[src/rtl/rr_merge_4.sv]
// rr_merge_4 -- four-channel round-robin stream merger.
//
// Gathers beats from four valid/ready source channels onto one registered
// output channel and tags each output beat with its source index (SEL).
// The rotating priority pointer starts the search at the channel after the
// last winner, so continuously valid channels are served 0,1,2,3,0,...
// Idle channels are skipped.
//
// Ports:
//   CLK, RST_N      clock, asynchronous active-low reset
//   D0..D3, V0..V3  source channel data / valid
//   R0..R3          source channel ready (at most one high per cycle)
//   Y, SEL, VY      registered output data, source index, valid
//   RY              downstream ready
//
// Optional feature, macro RR_MERGE_LOCK_EN:
//   L0..L3          last-beat-of-packet flag per channel
//   YL              registered last flag of the current output beat
//   A channel that starts a packet keeps exclusive ownership of the output
//   until its last beat; the pointer advances only on that last beat.
module rr_merge_4 #(
  parameter int WIDTH = 8
) (
  input  logic             CLK,
  input  logic             RST_N,
  input  logic [WIDTH-1:0] D0,
  input  logic [WIDTH-1:0] D1,
  input  logic [WIDTH-1:0] D2,
  input  logic [WIDTH-1:0] D3,
  input  logic             V0,
  input  logic             V1,
  input  logic             V2,
  input  logic             V3,
  output logic             R0,
  output logic             R1,
  output logic             R2,
  output logic             R3,
  output logic [WIDTH-1:0] Y,
  output logic [1:0]       SEL,
  output logic             VY,
  input  logic             RY
`ifdef RR_MERGE_LOCK_EN
  ,
  input  logic             L0,
  input  logic             L1,
  input  logic             L2,
  input  logic             L3,
  output logic             YL
`endif
);

  localparam int NUM_CH = 4;

  // Occupancy state of the output register.
  localparam logic [0:0] S_EMPTY = 1'b0;
  localparam logic [0:0] S_FULL  = 1'b1;

  logic [NUM_CH-1:0][WIDTH-1:0] d_in;
  logic [NUM_CH-1:0]            v_in;
  logic [NUM_CH-1:0]            req;     // valid after lock masking
  logic [NUM_CH-1:0]            gnt_oh;
  logic [NUM_CH-1:0]            rdy;
  logic [NUM_CH-1:0][1:0]       idx;     // search order starting at ptr_q

  logic [0:0]       state_q, state_d;
  logic [1:0]       ptr_q,   ptr_d;
  logic [WIDTH-1:0] y_q,     y_d;
  logic [1:0]       sel_q,   sel_d;

  logic       ld;
  logic       found;
  logic [1:0] gnt;
  logic       advance;

  assign d_in = {D3, D2, D1, D0};
  assign v_in = {V3, V2, V1, V0};

  // Load whenever the output register is empty or is being drained this edge,
  // which gives simultaneous consume + refill with no bubble.
  assign ld = (state_q == S_EMPTY) || RY;

`ifdef RR_MERGE_LOCK_EN
  logic [NUM_CH-1:0] l_in;
  logic              lock_q,    lock_d;
  logic [1:0]        lock_ch_q, lock_ch_d;
  logic              yl_q,      yl_d;
  logic              lg;

  assign l_in = {L3, L2, L1, L0};
  assign lg   = l_in[gnt];

  // While a packet is open only its owner may request.
  for (genvar i = 0; i < NUM_CH; i++) begin : g_req
    assign req[i] = v_in[i] && (!lock_q || (lock_ch_q == 2'(i)));
  end

  // Mid-packet beats keep the pointer so the packet owner stays first.
  assign advance = lg;
`else
  assign req     = v_in;
  assign advance = 1'b1;
`endif

  // Rotated search order: idx[k] = ptr_q + k (mod 4).
  for (genvar k = 0; k < NUM_CH; k++) begin : g_idx
    assign idx[k] = ptr_q + 2'(k);
  end

  // First requester at or after ptr_q wins. Depends only on valids and
  // pointer/lock state, never on channel data.
  always_comb begin
    found = 1'b0;
    gnt   = ptr_q;
    for (int k = 0; k < NUM_CH; k++) begin
      if (!found && req[idx[k]]) begin
        found = 1'b1;
        gnt   = idx[k];
      end
    end
  end

  // Per-channel ready. RST_N gates it so no beat is handed off while the
  // block is held in reset.
  for (genvar i = 0; i < NUM_CH; i++) begin : g_lane
    assign gnt_oh[i] = found && (gnt == 2'(i));
    assign rdy[i]    = RST_N && ld && gnt_oh[i];
  end

  assign R0 = rdy[0];
  assign R1 = rdy[1];
  assign R2 = rdy[2];
  assign R3 = rdy[3];

  always_comb begin
    state_d = state_q;
    ptr_d   = ptr_q;
    y_d     = y_q;
    sel_d   = sel_q;
    if (ld) begin
      if (found) begin
        y_d     = d_in[gnt];
        sel_d   = gnt;
        state_d = S_FULL;
        if (advance) ptr_d = gnt + 2'd1;
      end else begin
        // Drained with nothing to refill: data and tag hold, valid drops.
        state_d = S_EMPTY;
      end
    end
  end

  always_ff @(posedge CLK or negedge RST_N) begin
    if (!RST_N) begin
      state_q <= S_EMPTY;
      ptr_q   <= 2'd0;
      y_q     <= '0;
      sel_q   <= 2'd0;
    end else begin
      state_q <= state_d;
      ptr_q   <= ptr_d;
      y_q     <= y_d;
      sel_q   <= sel_d;
    end
  end

`ifdef RR_MERGE_LOCK_EN
  always_comb begin
    lock_d    = lock_q;
    lock_ch_d = lock_ch_q;
    yl_d      = yl_q;
    if (ld && found) begin
      lock_d    = !lg;
      lock_ch_d = gnt;
      yl_d      = lg;
    end
  end

  always_ff @(posedge CLK or negedge RST_N) begin
    if (!RST_N) begin
      lock_q    <= 1'b0;
      lock_ch_q <= 2'd0;
      yl_q      <= 1'b0;
    end else begin
      lock_q    <= lock_d;
      lock_ch_q <= lock_ch_d;
      yl_q      <= yl_d;
    end
  end

  assign YL = yl_q;
`endif

  assign Y   = y_q;
  assign SEL = sel_q;
  assign VY  = (state_q == S_FULL);

endmodule

[config.mk]
export PLATFORM = sky130hd
export DESIGN_NAME = rr_merge_4
export DESIGN_NICKNAME = d
export VERILOG_FILES = /design/src/rtl/rr_merge_4.sv
export SDC_FILE = /design/constraint.sdc
export NUM_CORES = 1
export LEC_CHECK = 0
export CORE_MARGIN = 2
export CORE_UTILIZATION = 34
export DETAILED_ROUTE_END_ITERATION = 12
export GPL_ROUTABILITY_DRIVEN = 1
export GPL_TIMING_DRIVEN = 0
export PLACE_DENSITY = 0.77
export SYNTH_ARGS = -nofsm -noshare
export SYNTH_HDL_FRONTEND = slang
export SYNTH_SLANG_ARGS = --single-unit
[constraint.sdc]
create_clock -name CLK -period 2 [get_ports CLK]
set_input_delay 0.4 -clock CLK [delete_from_list [all_inputs] [get_ports CLK]]
set_output_delay 0.4 -clock CLK [all_outputs]
set_load 0.03 [all_outputs]
==> metrics.md, run 1 <==
| Metric | Value |
|---|---|
| Final Hold Fails | 4 |
| Initial DRT Pass Iterations | 4 |
| Pins Over Slew Limit | 0 |
| Number of global-route vias before repair | 1154 |
| Violations in the final reports | negative hold slack, negative setup slack |
| Post-synthesis cell type count | 33 |
| Number of vias per cell | 5.627 |
| Top-level I/O count | 54 |
| N_diodes | 0 |
| Wirelength per Cell | between 15 and 20 um |
| Port buffer count | 53 |
| Final setup vio count | 12 |
| Cell chosen for the clock root | sky130_fd_sc_hd__clkbuf_4 |
| Number of H-tree levels | 1 |
| Critical Path Fanout Max | 6 |
| Clock Latency Late Sink | 0.29 ns |
| Max-Slew Margin vs Limit | 0.5357 |
| Post-synthesis instance total | 94 |
| Sum of routed wire length over all layers | 3320 um |
| Worst hold-check slack | -0.003467 ns |
| Overall overflow remaining after global route | 0 |
| Power per cell area | 1097 nW/um^2 |
| Pre-CTS setup slack | -1.323 ns |
| Fill cell total of the finished layout | 231 |
| Largest stage delay, worst path | ~0.42 ns |
| Core Footprint | between 2000 and 3000 um^2 |
| Setup repair after global routing missed its margin | yes |
| Clock tree from TritonCTS | built |
| Sink Count | 13 |
| Nature of the critical path endpoint | output pin |
| Iter 0 DRT Violations | 28 |
| TritonCTS Buffers | 3 |
| Transition at the pin with the smallest max-transition slack | 0.6922 ns |
| Antenna violations before repair | 0 |
| Slowest cell on the critical path | sky130_fd_sc_hd__or3_4 |
| Number of cell instances on the worst register-to-register path | 7 |
| Worst Path Arrival | 1.86 ns |
| Layout cells sized above 1 | 0.3519 |
| Initial cell density of the core | 0.3524 |
| Register bit total from synthesis | 13 |
| Core Util, Final | 0.6449 |
| Clock tree buffer depth | 2 |
| Start-to-end type of the worst setup path | register to output pin |
| Remaining design rule violation count | 0 |
| Number of placement rows | 19 |
| Via count | around 1.1k |
| Startpoint type of the worst setup path | register |
| Worst reg2reg setup slack | -0.12 ns |
| Maximum number of pins on one net before global-route repair | 15 |
| Minimum clock period after layout | 2.257 ns |
| Routability congestion estimate | 0.8590 |
| End point of the critical path | R1 |
| Critical Path Stages | 5 |
| Die W | 57.23 um |
| Leakage Power | between 0.7 and 0.8 nW |
| Die boundary height | 57.23 um |
| Count of antenna-violating nets left after detailed routing | 0 |
| Post-synthesis average cell area | 10.25 um^2 |
| Number of nets at the end of the flow | slightly above 200 |
| Wire length of the first global-routing pass | 5319 um |
| Full die area | 3275 um^2 |
| Post-detailed-placement half-perimeter wirelength | about 2300 um |
| Count of warnings emitted by yosys | 0 |
| Worst R2R End | Y[4] |
| Crit path launch | ptr_q[0] |
| Number of buffer and inverter instances along the worst setup path | 1 |
| Classification of the worst-slack hold path | input pin to async pin |
| Worst clock skew | 0.007682 ns |
| Result of the run | complete, but fails checks |
| Series of cell instances along the critical path | and2b_2 -> o21ba_4 -> or3_4 -> nor3_4 -> buf_6 |
| Final worst-path setup slack | -0.2573 ns |
| Max-cap violations | 0 |
| Global-route usage over all layers | 0.2097 |
| CTS Hold Buffers Added | 0 |
| Mapped cell area | between 900 and 1000 um^2 |
| Net count after synthesis | 133 |
| Sequential fraction of the synthesis area | 0.3377 |
| Startpoint of the most critical register-to-register path | ptr_q[1] |
| CTS clk-pin slew, worst paths | about 0.1 ns |
| FMAX | 443.0 MHz |
| Area growth syn-to-layout | 82.99% |
| Data required time of the critical path | around 1.6 ns |
| Period Utilization, post-route | 1.129 |
| VDD IR-drop max | 0.6838 mV |
| Delay-heaviest family, CP | simple AND/OR/NAND/NOR gates |
-- timing repair --
action	CTS	global route
resized for setup	49	17
endpoints found under the setup margin	16	12
buffers inserted	11	1
pin swaps	11	5
-- per-stage QoR --
step | cell area, um^2 | power, mW | TNS (ns) | instances
final | 1763 | 1.934 | -1.770 | 193
after global routing | 1763 | 2.037 | -2.560 | 193
after CTS | 1705 | 1.853 | -1.754 | 193
after detailed placement | 1553 | 1.513 | -11.36 | 178
after global placement | 1553 | 1.489 | -10.73 | 178
after floorplan | 983.4 | 1.125 | -0.3410 | 94
-- state kept, by name, indices dropped and copies added (netlist names) --
name   count
ptr_q      2
Y          8
SEL        2
VY         1
-- placed cells by master (no fill, tap or decap), types with 2 or more instances in the layout --
cell and count:
sky130_fd_sc_hd__nand3_1 8, sky130_fd_sc_hd__buf_4 9, sky130_fd_sc_hd__nor2b_1 2, sky130_fd_sc_hd__nor3_4 3, sky130_fd_sc_hd__a21oi_1 8, sky130_fd_sc_hd__nor3b_4 2
sky130_fd_sc_hd__clkbuf_4 3, sky130_fd_sc_hd__mux2_4 8, sky130_fd_sc_hd__nor2_1 3, sky130_fd_sc_hd__o21ai_1 2, sky130_fd_sc_hd__a221o_1 8, sky130_fd_sc_hd__buf_6 8
sky130_fd_sc_hd__o21ai_0 8, sky130_fd_sc_hd__clkdlybuf4s50_1 44, sky130_fd_sc_hd__nand2_1 4, sky130_fd_sc_hd__clkdlybuf4s15_2 3, sky130_fd_sc_hd__dfrtp_1 12, sky130_fd_sc_hd__a21o_1 2
-- layer usage --
metal | up-vias | wire length, um | global-route usage | part of all wire
met1 | 545 | 1357 | 0.2546 | 0.41
li1 | 500 | - | - | -
met4 | 0 | 51 | 0.08306 | 0.015
met2 | 37 | 1772 | 0.3744 | 0.53
met3 | 4 | 138 | 0.02721 | 0.042
met5 | - | 0 | 0 | 0
-- where the power goes --
part / leakage, nW / switching (mW) / internal, mW
Sequential: 0.154 / 0.0805 / 0.368
Clock: 0.0177 / 0.106 / 0.0745
Combinational: 0.558 / 0.643 / 0.662
-- area by class of cell --
type / count / area, um^2 / area share
Buffer: 2 / 16.27 / 0.009226
Timing Repair Buffer: 65 / 635.6 / 0.3605
Clock buffer: 3 / 22.52 / 0.01278
Clock inverter: 1 / 5.005 / 0.002839
Tap cell: 31 / 38.79 / 0.02200
Inverter: 1 / 3.754 / 0.002129
Sequential cell: 13 / 326.6 / 0.1852
Multi-Input combinational cell: 77 / 714.4 / 0.4053
-- synth_stat cells, drive strengths merged --
| master | instances | share of area |
|---|---|---|
| a2111o | 1 | 0.012 |
| a2111oi | 1 | 0.029 |
| a211oi | 1 | 0.0078 |
| a21o | 2 | 0.016 |
| a21oi | 9 | 0.047 |
| a221o | 8 | 0.083 |
| and2b | 2 | 0.018 |
| buf | 3 | 0.022 |
| dfrtp | 13 | 0.34 |
| inv | 1 | 0.0039 |
| mux2 | 8 | 0.12 |
| nand2 | 6 | 0.040 |
| nand3 | 8 | 0.042 |
| nor2 | 5 | 0.036 |
| nor2b | 3 | 0.027 |
| nor3 | 3 | 0.021 |
| nor3b | 2 | 0.016 |
| nor4 | 1 | 0.0065 |
| o21a | 2 | 0.016 |
| o21ai | 11 | 0.061 |
| o21ba | 1 | 0.010 |
| o31ai | 1 | 0.013 |
| or3 | 1 | 0.0065 |
| xnor2 | 1 | 0.0091 |
-- worst min-delay path by stage --
stage,slack [ns],endpoint,cells past startpoint
after floorplan,0.10,SEL[0],0
after global placement,0.47,SEL[1],2
after detailed placement,0.48,SEL[0],1
after CTS,0.26,Y[7],1
after global routing,0.02,VY,1
final,-0.003,Y[7],1
-- cells by family (layout without fill, tap and decap cells) --
logic type / Yosys count / count (layout) / share of synthesized area
multiplexers: 8 / 8 / 0.1208
AO/OA/AOI/OAI: 37 / 37 / 0.2935
buffers and inverters: 4 / 72 / 0.02597
flip-flops: 13 / 13 / 0.3377
XOR/XNOR: 1 / 1 / 0.009093
AND/OR/NAND/NOR: 31 / 31 / 0.2130
Note: power is estimated with default switching activity, not from simulation.
==> inputs of run 2 (changes only) <==
--- a/config.mk
+++ b/config.mk
@@ -9,7 +9,6 @@
 export CORE_UTILIZATION = 34
 export DETAILED_ROUTE_END_ITERATION = 12
 export GPL_ROUTABILITY_DRIVEN = 1
-export GPL_TIMING_DRIVEN = 0
 export PLACE_DENSITY = 0.77
 export SYNTH_ARGS = -nofsm -noshare
 export SYNTH_HDL_FRONTEND = slang
==> run 2 against run 1 <==
The run ends with negative setup slack left. Die area stayed put. Core utilization grew 1.3 points. Combinational power barely moved. First-iteration DRC count fell by 3.6%. Non-clock buffer count up 13. Cell count grew 6.7%. Setup slack better by 0.011 ns. Register-to-register slack better by 0.04 ns. Worst hold slack better by 0.49 ns. Via count grew 2.4%. Critical path type is now input pin to output pin. Largest cell class is now buffers.
==> metrics.md, run 2 (synthesis results as in run 1) <==
| Metric | Value |
|---|---|
| Result of the run | complete, but fails checks |
| Most frequent standard cell in the layout excluding fill and tap cells | sky130_fd_sc_hd__clkdlybuf4s50_1 |
| Number of H-tree levels | 1 |
| Fill cell total of the finished layout | roughly 210 |
| Wirelength per Cell | 15.98 um |
| Worst Path Arrival | 1.85 ns |
| Startpoint of the most critical register-to-register path | ptr_q[1] |
| Clock tree from TritonCTS | built |
| Global-route usage over all layers | 0.2159 |
| Setup repair after global routing missed its margin | yes |
| N_diodes | 0 |
| Clock Latency Late Sink | roughly 0.28 ns |
| Remaining design rule violation count | 0 |
| Via count | 1112 |
| Top-level I/O count | 54 |
| Data required time of the critical path | 1.60 ns |
| Violations in the final reports | negative setup slack |
| Area growth syn-to-layout | 86.62% |
| Final-layout setup total negative slack | -1.466 ns |
| Area after detailed placement | 1694 um^2 |
| Number of global-route vias before repair | between 1k and 1.5k |
| Initial cell density of the core | 0.3524 |
| Transition at the pin with the smallest max-transition slack | between 0.6 and 0.7 ns |
| Pre-CTS setup slack | -0.5629 ns |
| Top library cells by usage in the layout, fill and taps aside | sky130_fd_sc_hd__clkdlybuf4s50_1 (45), sky130_fd_sc_hd__buf_4 (28), sky130_fd_sc_hd__dfrtp_1 (12) |
| Max-cap violations | 0 |
| Die boundary height | 57.23 um |
| Period Utilization, post-route | 1.123 |
| Layout cells sized above 1 | 0.3486 |
| Top sig layer | met4 |
| Met3 wirelength from detailed routing | between 150 and 200 um |
| Port buffer count | 53 |
| Share of power burned in combinational logic | 0.683 |
| Net switching component of the power | 0.7947 mW |
| Clock tree buffer depth | 2 |
| Start-to-end type of the worst setup path | input pin to output pin |
| Worst clock skew | 0.002748 ns |
| Number of vias per cell | 5.398 |
| Sink Count | 13 |
| Routability congestion estimate | 0.8587 |
| Leakage Power | 0.7807 nW |
| Max-Slew Margin vs Limit | 0.5336 |
| Overall overflow remaining after global route | 0 |
| Final Hold Fails | 0 |
| Routed metal-1 wirelength | 1373 um |
| Number of cell instances on the worst register-to-register path | 6 |
| Maximum number of pins on one net before global-route repair | 14 |
| Flip-flop count of the largest register after layout | 8 |
| Die W | 57.23 um |
| Post-layout power | between 1.5 and 2 mW |
| Crit path launch | V0 |
| Core Footprint | about 2700 um^2 |
| Full die area | between 3000 and 4000 um^2 |
| Switching power as a share of total power | 0.4143 |
| Power per cell area | between 1000 and 1500 nW/um^2 |
| Critical Path Fanout Max | 5 |
| Register share of total power | 0.231 |
| Antenna violations before repair | 0 |
| Post-detailed-placement half-perimeter wirelength | around 2500 um |
| Final worst-path setup slack | -0.2464 ns |
| Cell chosen for the clock root | sky130_fd_sc_hd__clkbuf_4 |
| Amount of wire on met2 after detailed routing | 1710 um |
| Worst R2R End | Y[2] |
| Minimum clock period after layout | roughly 2.2 ns |
| Final setup vio count | 12 |
| VDD IR-drop max | around 0.74 mV |
| Sum of routed wire length over all layers | 3291 um |
| Wire length of the first global-routing pass | 5354 um |
| Number of cells on the worst hold path | 1 |
| End point of the critical path | R3 |
| Number of nets at the end of the flow | ~220 |
| Number of placement rows | 19 |
| FMAX | 445.2 MHz |
| Worst reg2reg setup slack | -0.08 ns |
| Iter 0 DRT Violations | 27 |
| Power share of the clock group | 0.087 |
| Pins Over Slew Limit | 0 |
| Area used by sequential logic in the layout | between 300 and 400 um^2 |
| Classification of the worst-slack hold path | register to register |
| CTS clk-pin slew, worst paths | ~0.080 ns |
| Startpoint type of the worst setup path | input pin |
| TritonCTS Buffers | 3 |
| Internal Power | 1.124 mW |
| Count of antenna-violating nets left after detailed routing | 0 |
| Initial DRT Pass Iterations | 4 |
| Multi-input gate area | 659.4 um^2 |
| Nature of the critical path endpoint | output pin |
| Non-Filler Cell Area, Final | 1798 um^2 |
[run 2: power by group through the flow]
stage | registers (mW) | logic (mW) | clock network (mW)
finish | 0.443 | 1.31 | 0.166
CTS | 0.443 | 1.30 | 0.174
global placement | 0.441 | 1.18 | 0
global route | 0.450 | 1.39 | 0.186
floorplan | 0.611 | 0.515 | 0
detailed placement | 0.444 | 1.20 | 0
[run 2: critical path, stage by stage]
cell and delay (ns):
sky130_fd_sc_hd__dlygate4sd2_1 0.29, sky130_fd_sc_hd__and2b_1 0.21, sky130_fd_sc_hd__o21ba_1 0.21, sky130_fd_sc_hd__or3_4 0.37, sky130_fd_sc_hd__nor3_2 0.18, sky130_fd_sc_hd__buf_4 0.18
[run 2: worst min-delay path by stage]
stage | startpoint | end
finish | SEL[0] | SEL[0]
global route | RST_N | ptr_q[0]
CTS | RST_N | Y[0]
detailed placement | SEL[0] | SEL[0]
global placement | SEL[0] | SEL[0]
floorplan | RST_N | SEL[0]
[run 2: final cells by class]
cell class	count	area share
clock buffer	4	0.01461
inverter	1	0.002088
multi-input combinational	77	0.3667
sequential	13	0.1816
tap	31	0.02157
timing repair buffer	80	0.4134
[run 2: routing by layer]
layer,GRT usage,vias up
li1,-,528
met1,0.2760,543
met2,0.3678,37
met3,0.02721,4
met4,0.08970,0
met5,0,-
[run 2: metrics by stage]
step | cells | hold WS (ns) | utilization
finish | 206 | 0.4891 | 0.6577
global route | 206 | 0.5119 | 0.6577
CTS | 205 | 0.4961 | 0.6549
detailed placement | 198 | 0.4737 | 0.6197
global placement | 198 | 0.4626 | 0.6197
floorplan | 94 | 0.1044 | -
[run 2: timing repair]
action / 4_1_cts / 5_1_grt
resized for setup: 20 / 0
hold buffers: 0 / 0
gates cloned: 0 / 0
buffers inserted: 3 / 1
setup endpoints to repair: 16 / 13
hold endpoints to repair: 0 / 0
pin swaps: 10 / 5
